$ cat config.mk
export PLATFORM = sky130hd
export DESIGN_NAME = pipe_hazard_ctrl
export DESIGN_NICKNAME = d
export VERILOG_FILES = /design/src/rtl/pipe_hazard_ctrl.sv
export SDC_FILE = /design/constraint.sdc
export NUM_CORES = 1
export LEC_CHECK = 0
export CAP_MARGIN = 30
export CORE_ASPECT_RATIO = 0.8
export CORE_MARGIN = 5
export CORE_UTILIZATION = 51
export CTS_BUF_LIST = sky130_fd_sc_hd__clkbuf_16
export CTS_CLUSTER_SIZE = 24
export DETAILED_ROUTE_END_ITERATION = 16
export GPL_TIMING_DRIVEN = 0
export PLACE_DENSITY = 0.93
export SLEW_MARGIN = 20
export SYNTH_ARGS = -nofsm -noshare
export SYNTH_HDL_FRONTEND = slang
export SYNTH_SLANG_ARGS = --single-unit
$ cat constraint.sdc
create_clock -name clk -period 5.45 [get_ports clk]
set_input_delay 1.09 -clock clk [delete_from_list [all_inputs] [get_ports clk]]
set_output_delay 1.09 -clock clk [all_outputs]
set_load 0.02 [all_outputs]
$ cat src/rtl/pipe_hazard_ctrl.sv
// Central sequencer for the F/D/E/W pipeline: register update codes, PC control,
// multi-cycle execute wait, load-use interlock, redirect, halt and a stall counter.
module pipe_hazard_ctrl #(
    parameter int CNT_W = 32
) (
    input  logic             clk,
    input  logic             rstn,
    input  logic             ext_stall,
    input  logic [5:0]       d_rs,
    input  logic             d_use_rs,
    input  logic [5:0]       d_rt,
    input  logic             d_use_rt,
    input  logic [1:0]       de_rw,
    input  logic [4:0]       de_rd,
    input  logic             de_is_load,
    input  logic [4:0]       de_wait_time,
    input  logic             de_stop,
    input  logic             e_redirect,
    output logic [1:0]       fd_update,
    output logic [1:0]       de_update,
    output logic [1:0]       ew_update,
    output logic             pc_en,
    output logic             pc_sel,
    output logic             halted,
    output logic [CNT_W-1:0] stall_count
);

    localparam logic [1:0] ST_RUN  = 2'd0;
    localparam logic [1:0] ST_WAIT = 2'd1;
    localparam logic [1:0] ST_HALT = 2'd2;

    localparam logic [1:0] UPD_HOLD  = 2'b00;
    localparam logic [1:0] UPD_ADV   = 2'b01;
    localparam logic [1:0] UPD_FLUSH = 2'b10;

    logic [1:0] state, state_nx;
    logic [4:0] cnt, cnt_nx;
    logic       rs_hit, rt_hit, hz;

    // File select and index must both match; register 0 is a real register here.
    assign rs_hit = d_use_rs && (de_rw[1] == d_rs[5]) && (de_rd == d_rs[4:0]);
    assign rt_hit = d_use_rt && (de_rw[1] == d_rt[5]) && (de_rd == d_rt[4:0]);
    assign hz     = de_is_load && (de_rw != 2'b00) && (rs_hit || rt_hit);

    always_comb begin
        // NOTE: every combinational output gets a default first, so no path leaves a latch.
        fd_update = UPD_HOLD;
        de_update = UPD_HOLD;
        ew_update = UPD_HOLD;
        pc_en     = 1'b0;
        pc_sel    = 1'b0;
        halted    = 1'b0;
        state_nx  = state;
        cnt_nx    = cnt;

        if (!rstn) begin
            // Pipeline is held idle for the whole reset cycle.
        end else if (state == ST_HALT) begin
            fd_update = UPD_FLUSH;
            de_update = UPD_FLUSH;
            ew_update = UPD_FLUSH;
            halted    = 1'b1;
        end else if (ext_stall) begin
            // Freeze everything, including the wait countdown.
        end else if (state == ST_RUN && de_wait_time != 5'd0) begin
            ew_update = UPD_FLUSH;
            cnt_nx    = de_wait_time - 5'd1;
            state_nx  = ST_WAIT;
        end else if (state == ST_WAIT && cnt != 5'd0) begin
            ew_update = UPD_FLUSH;
            cnt_nx    = cnt - 5'd1;
        end else begin
            // E instruction completes this cycle; a finished wait never re-enters WAIT.
            state_nx = ST_RUN;
            if (de_stop) begin
                fd_update = UPD_FLUSH;
                de_update = UPD_FLUSH;
                ew_update = UPD_ADV;
                state_nx  = ST_HALT;
            end else if (e_redirect) begin
                fd_update = UPD_FLUSH;
                de_update = UPD_FLUSH;
                ew_update = UPD_ADV;
                pc_en     = 1'b1;
                pc_sel    = 1'b1;
            end else if (hz) begin
                de_update = UPD_FLUSH;
                ew_update = UPD_ADV;
            end else begin
                fd_update = UPD_ADV;
                de_update = UPD_ADV;
                ew_update = UPD_ADV;
                pc_en     = 1'b1;
            end
        end
    end

    // NOTE: reset is sampled on the clock edge (synchronous), so it sits inside the edge branch.
    always_ff @(posedge clk) begin
        if (!rstn) begin
            state       <= ST_RUN;
            cnt         <= 5'd0;
            stall_count <= '0;
        end else begin
            state <= state_nx;
            cnt   <= cnt_nx;
            if (state != ST_HALT && !pc_en && stall_count != {CNT_W{1'b1}})
                stall_count <= stall_count + CNT_W'(1);
        end
    end

endmodule
==> metrics.cfg, run 1 <==
[synthesis]
yosysSeqAreaShare_pct=32.2
synthFlopType=sky130_fd_sc_hd__dfxtp_1
synth_area_per_cell_sq_um=7.88
synth-warning-count=0
yosys.area.top_type=sky130_fd_sc_hd__dfxtp_1
netlist-cell-type-count=48
ys_ff_latch=39
synth.area.top_cells=sky130_fd_sc_hd__dfxtp_1, sky130_fd_sc_hd__o31ai_1, sky130_fd_sc_hd__or4_1
synthDominantCellAreaShare_pct=32.2
synth_enable_flop_cells=0
netlist_instances=308
synth.net_count=342
synth_async_sr_flop_share_pct=0
mappedNetlistArea_sq_um=2430

[clock_tree]
clock_tree.buffer_depth=2
cts_tree=yes
cts-root-buf=sky130_fd_sc_hd__clkbuf_16
cts_repair_resize_count=0
cts-buffers-inserted=5
post_cts.repair.setup_buffers=0
clock_insertion_delay_worst_skew_ps=280
cts_hold_buf=0
worst_setup_hold_path_clk_slew_ps=50
maximum_level_of_the_cts_h_tree=2
cts.sinks=39

[global_routing]
grt_max_degree=12
grtUsageTotal_pct=23.2
initial_antenna_violation_count=0
grt_pass1_vias=2519
first_pass_grt_wire_length_microns=11800
grt_overflow=0

[finish]
layout.cells.non_filler=448
final_layout_size_suffix_gt1_share_pct=6.70
mostFrequentLayoutCells=sky130_fd_sc_hd__clkdlybuf4s50_1, sky130_fd_sc_hd__dfxtp_1, sky130_fd_sc_hd__a21oi_1
final_net_count=421
most_common_cell_after_layout_fill_and_taps_aside=sky130_fd_sc_hd__clkdlybuf4s50_1
antenna_cells=0
nFillCells=355
area_growth_from_synthesis_to_layout_pct=38.7
regArea_sq_um=781
multi_input_comb_area_sq_um=1530

[sta]
max_slew.worst_pin.slew_ps=646
final_period_minus_worst_setup_slack_ps=5000
fin_hold_ws_ps=497
report.final.setup_viol=0
grt_setup_unrepaired=false
timing.max_slew.rel_slack_pct=56.5
final.period_utilization_pct=91.8
maxSlewViolCount=0
finClkSkew_ps=3.25
report.final.hold_viol_count=0
final_tns_setup_ps=0
max_freq_mhz=200

[setup_path]
kind_of_capture_point_of_the_worst_setup_path=output pin
timing.setup.critical_path_class=input port to output pin
timing.rr.start=stall_count[0]
critPathMaxFanout=10
rrSetupSlack_ps=2830
critical_path_required_ps=4360
sort_of_element_at_the_start_of_the_critical_path=input port
r2r_end=stall_count[10]
cp_cell_sequence=clkdlybuf4s50_1, nor3_1, nand3_1, a31o_2, a311oi_2, buf_2, buf_2, clkdlybuf4s50_1
critical_path_arrival_ps=3910
worstRegToRegCells=11
cpPeakStageDelay_ps=650
slowest_stage=sky130_fd_sc_hd__clkdlybuf4s50_1

[worst_hold_path]
timing.hold.worst_path_depth=2
worst_hold_path_type=flop to flop
hold-path-endpoint=stall_count[19]
min_from=stall_count[19]

[drt]
detailroute.via_count=2765
first_iter_violations=185
drt-total-wl_microns=7170
detailed_routing_iteration_count_for_the_pre_antenna_repair_pass=5
post-route-drc-count=0
wl_per_cell_microns=16.0
post_drt_via_cell_ratio=6.17
detail-route-antenna-nets=0

[job]
max_cap_violations=0

[placement]
cell_count_after_placement=440
gp_congestion=0.865
port_buffers=72
dpl.hpwl_microns=5160

[floorplan]
core_sq_um=4600
num_rows=22
die_y_microns=71.7
die_w_microns=87.1
initial_core_util_pct=52.8
pin_count=73
die-area_sq_um=6240

[power]
power.density_nw_per_um2=214
vdd_ir_drop_max_v=0.000123
leakage_power_nw=1.12

[outcome]
run_status=complete, no violations

critical path: cells and delay by family:
kind                   cells  cell delay [ps]
AOI/OAI and AO/OA          2              690
and+or+nand+nor            2              390
buffers and inverters      4             1730
power by group:
group | leakage [nW] | switching (mW) | internal, mW | total [mW]
Clock | 0.0762 | 0.113 | 0.165 | 0.278
Combinational | 0.731 | 0.0690 | 0.0676 | 0.137
Sequential | 0.316 | 0.0101 | 0.294 | 0.305
metrics by stage:
stage / utilization [%] / total power, mW / area [sq um] / setup slack (ps)
6_report: 73.2 / 0.719 / 3370 / 448
5_1_grt: 73.2 / 0.746 / 3370 / 285
4_1_cts: 73.1 / 0.717 / 3360 / 201
3_5_place_dp: 70.1 / 0.444 / 3220 / 210
3_3_place_gp: 70.1 / 0.440 / 3220 / 266
2_1_floorplan: - / 0.389 / 2430 / 1860
how the worst max path moves through the flow:
stage	startpoint	slack [ps]	endpoint
after floorplan	de_wait_time[0]	1860	pc_en
after global placement	de_wait_time[0]	270	pc_en
after detailed placement	de_wait_time[0]	210	pc_en
after CTS	de_wait_time[0]	200	pc_en
after global routing	de_wait_time[0]	290	pc_en
final	de_wait_time[0]	450	pc_en
cell families (layout without fill, tap and decap cells):
kind of cell	Yosys count	in the layout	share of synthesized area, %
flip-flops	39	39	32.2
AO/OA/AOI/OAI	77	77	20.1
XOR/XNOR	13	13	4.69
multiplexers	9	9	3.76
adder cells (fa/ha/maj)	2	2	1.03
AND/OR/NAND/NOR	140	140	33.2
buffers and inverters	28	108	5.00
sequential cells by signal, summed over array words and instances, names as in the netlist:
signal       flops
stall_count     32
cnt              5
state            2
synthesized netlist by cell type (10+ instances only):
cell                       number
sky130_fd_sc_hd__a21oi_1       30
sky130_fd_sc_hd__buf_2         10
sky130_fd_sc_hd__clkbuf_1      10
sky130_fd_sc_hd__dfxtp_1       39
sky130_fd_sc_hd__nand2_1       29
sky130_fd_sc_hd__nand2b_1      10
sky130_fd_sc_hd__nand3_1       19
sky130_fd_sc_hd__nor2_1        15
sky130_fd_sc_hd__o31ai_1       23
sky130_fd_sc_hd__or4_1         22
sky130_fd_sc_hd__xnor2_1       13
metal layers:
| layer | track usage, % | wire length [microns] | up-vias |
|---|---|---|---|
| met4 | 8.18 | 139 | 0 |
| li1 | - | - | 1329 |
| met3 | 5.17 | 600 | 18 |
| met1 | 31.1 | 3120 | 1281 |
| met2 | 36.6 | 3310 | 137 |
| met5 | 0 | 0 | - |
area by class of cell:
| class | count | area share, % |
|---|---|---|
| multi-input combinational | 241 | 45.5 |
| sequential | 39 | 23.2 |
| timing repair buffer | 72 | 21.4 |
| clock buffer | 5 | 3.72 |
| buffer | 22 | 2.94 |
| tap | 60 | 2.23 |
| inverter | 6 | 0.669 |
| clock inverter | 3 | 0.372 |
Note: power is estimated with default switching activity, not from simulation.
==> inputs of run 2 (changes only) <==
RECOVER_POWER = 100   (was unset)
==> run 2 against run 1 <==
Sequential share of layout area barely moved. Clock power barely moved. Critical path depth did not move. Count of clock-buffer cells in the layout did not move. Non-clock buffer count did not move. Routed wire length barely moved. Via count rose by 0.54%. First-iteration DRC count rose by 15%. Maximum frequency fell by 2.4%. Combinational power barely moved. Largest cell class unchanged.
==> metrics.cfg, run 2 (same netlist as run 1, synthesis figures left out) <==
[outcome]
run_status=complete, no violations

[global_routing]
grt_overflow=0  ; unchanged
initial_antenna_violation_count=0  ; unchanged
grtUsageTotal_pct=23.2  ; unchanged
grt_pass1_vias=2519  ; unchanged
grt_max_degree=12  ; unchanged
first_pass_grt_wire_length_microns=11800  ; unchanged

[placement]
dp_slack_ps=210  ; unchanged
place_area_sq_um=3220  ; unchanged
cell_count_after_placement=440  ; unchanged
gp_congestion=0.865  ; unchanged
port_buffers=72  ; unchanged
dpl.hpwl_microns=5160  ; unchanged

[finish]
final_layout_size_suffix_gt1_share_pct=6.19  ; -0.52 points
area_growth_from_synthesis_to_layout_pct=38.6  ; about the same
layout_top_registers=stall_count (32), cnt (5), state (2)
design_area_sq_um=3360  ; about the same
mostFrequentLayoutCells=sky130_fd_sc_hd__dlygate4sd3_1, sky130_fd_sc_hd__dfxtp_1, sky130_fd_sc_hd__clkdlybuf4s50_1
final_net_count=421  ; unchanged
layout.cells.non_filler=448  ; unchanged
antenna_cells=0  ; unchanged
final_util_pct=73.2  ; about the same
regMostFlops=stall_count
largest_reg_flops=32  ; unchanged
most_common_cell_after_layout_fill_and_taps_aside=sky130_fd_sc_hd__dlygate4sd3_1

[sta]
maxSlewViolCount=0  ; unchanged
setup_slack_ps=326  ; -123 ps
fin_hold_ws_ps=494  ; -3.32 ps
max_slew.worst_pin.slew_ps=627  ; -18.7 ps
final.period_utilization_pct=94.0  ; +2.2 points
finClkSkew_ps=2.96  ; -0.295 ps
max_freq_mhz=195  ; -2.4%
report.final.setup_viol=0  ; unchanged
grt_setup_unrepaired=false
final_period_minus_worst_setup_slack_ps=5120  ; +123 ps
timing.max_slew.rel_slack_pct=57.8  ; +1.3 points
final_tns_setup_ps=0  ; unchanged
report.final.hold_viol_count=0  ; unchanged

[setup_path]
slowest_stage=sky130_fd_sc_hd__clkdlybuf4s50_1
worstRegToRegCells=8  ; -3
timing.setup.critical_path_class=input port to output pin
crit_top_cell=sky130_fd_sc_hd__buf_2
sort_of_element_at_the_start_of_the_critical_path=input port
kind_of_capture_point_of_the_worst_setup_path=output pin
timing.rr.start=cnt[4]
r2r_end=stall_count[6]
critical_path_arrival_ps=4030  ; +120 ps
critPathMaxFanout=10  ; unchanged
critical_path_required_ps=4360  ; about the same
rrSetupSlack_ps=2790  ; -40 ps
worst_setup_path_startpoint=de_wait_time[0]
cp_cell_sequence=dlygate4sd3_1, nor3_1, nand3_1, a31o_2, a311oi_2, buf_2, buf_2, clkdlybuf4s50_1
timing.critical_path.to=pc_en
cpPeakStageDelay_ps=650  ; about the same

[clock_tree]
maximum_level_of_the_cts_h_tree=2  ; unchanged
cts.sinks=39  ; unchanged
clock_tree.buffer_depth=2  ; unchanged
cts_tree=yes
post_cts.repair.setup_buffers=0  ; unchanged
cts_hold_buf=0  ; unchanged
cts-buffers-inserted=5  ; unchanged
cts_repair_resize_count=0  ; unchanged
worst_setup_hold_path_clk_slew_ps=60  ; about the same
cts-root-buf=sky130_fd_sc_hd__clkbuf_16
clock_insertion_delay_worst_skew_ps=290  ; about the same

[worst_hold_path]
worst_hold_path_type=flop to flop

[floorplan]
die_y_microns=71.7  ; unchanged
die_w_microns=87.1  ; unchanged
initial_core_util_pct=52.8  ; unchanged
pin_count=73  ; unchanged
core_sq_um=4600  ; unchanged
die-area_sq_um=6240  ; unchanged
num_rows=22  ; unchanged

[power]
netSwitchingFraction_pct=27.0  ; +0.26 points
power.density_nw_per_um2=214  ; about the same
vdd_ir_drop_max_v=0.000124  ; +1.2%
leakage_power_nw=1.25  ; +11%
power_consumption_mw=0.719  ; about the same
p_sw_mw=0.194  ; +0.91%
clockPowerShare_pct=39.0  ; +0.3 points
share_seq_of_total_power_pct=42.3  ; about the same
relative_contribution_of_combinational_cells_to_total_power_pct=18.7  ; -0.3 points
power_report.internal_total_mw=0.525  ; -0.41%

[drt]
detailed_routing_iteration_count_for_the_pre_antenna_repair_pass=7  ; +2
detailroute.via_count=2780  ; +0.54%
post-route-drc-count=0  ; unchanged
post_drt_via_cell_ratio=6.21  ; +0.54%
wl_per_cell_microns=16.0  ; about the same
total_met3_wirelength_after_detailed_routing_microns=637  ; +6.2%
top_metal_used=met4
detail-route-antenna-nets=0  ; unchanged
first_iter_violations=213  ; +15%
drt-total-wl_microns=7170  ; about the same
met1Wirelength_microns=3080  ; -1.2%
detailroute.wirelength.met2_microns=3310  ; +0.27%

[job]
max_cap_violations=0  ; unchanged

[run 2: cell types whose count changed in the layout (fill, tap and decap cells not counted), sizes merged]
cell and change:
buf -2, clkbuf +2, dlygate4sd3 +41, clkdlybuf4s50 -41
[run 2: critical path, delay by kind of cell]
kind	cells	cell delay, ps
AOI/OAI and AO/OA	2	690
buffers and inverters	4	1850
and+or+nand+nor	2	390
[run 2: cell type report]
cell class | instances | area [sq um]
inverter | 6 | 22.5
buffer | 22 | 96.3
multi-input combinational | 241 | 1530
tap | 60 | 75.1
sequential | 39 | 781
clock buffer | 5 | 125
fill | 356 | 1230
timing repair buffer | 72 | 721
clock inverter | 3 | 12.5
[run 2: worst min-delay path by stage]
| stage | depth (start not counted) | end | from |
|---|---|---|---|
| 2_1_floorplan | 2 | cnt[4] | cnt[4] |
| 3_3_place_gp | 2 | stall_count[23] | stall_count[23] |
| 3_5_place_dp | 2 | stall_count[23] | stall_count[23] |
| 4_1_cts | 2 | stall_count[23] | stall_count[23] |
| 5_1_grt | 2 | stall_count[23] | stall_count[23] |
| 6_report | 2 | stall_count[19] | stall_count[19] |
[run 2: metal layers]
layer  vias to the layer above  global-route usage, %
met1                      1287                   31.1
met4                         0                   8.18
met5                         -                      0
met2                       147                   36.6
met3                        19                   5.17
li1                       1327                      -
[run 2: power by group through the flow]
| stage | sequential (mW) | combinational [mW] | clock, mW |
|---|---|---|---|
| 2_1_floorplan | 0.311 | 0.0773 | 0 |
| 3_3_place_gp | 0.310 | 0.130 | 0 |
| 3_5_place_dp | 0.310 | 0.134 | 0 |
| 4_1_cts | 0.304 | 0.136 | 0.277 |
| 5_1_grt | 0.306 | 0.147 | 0.290 |
| 6_report | 0.304 | 0.134 | 0.281 |
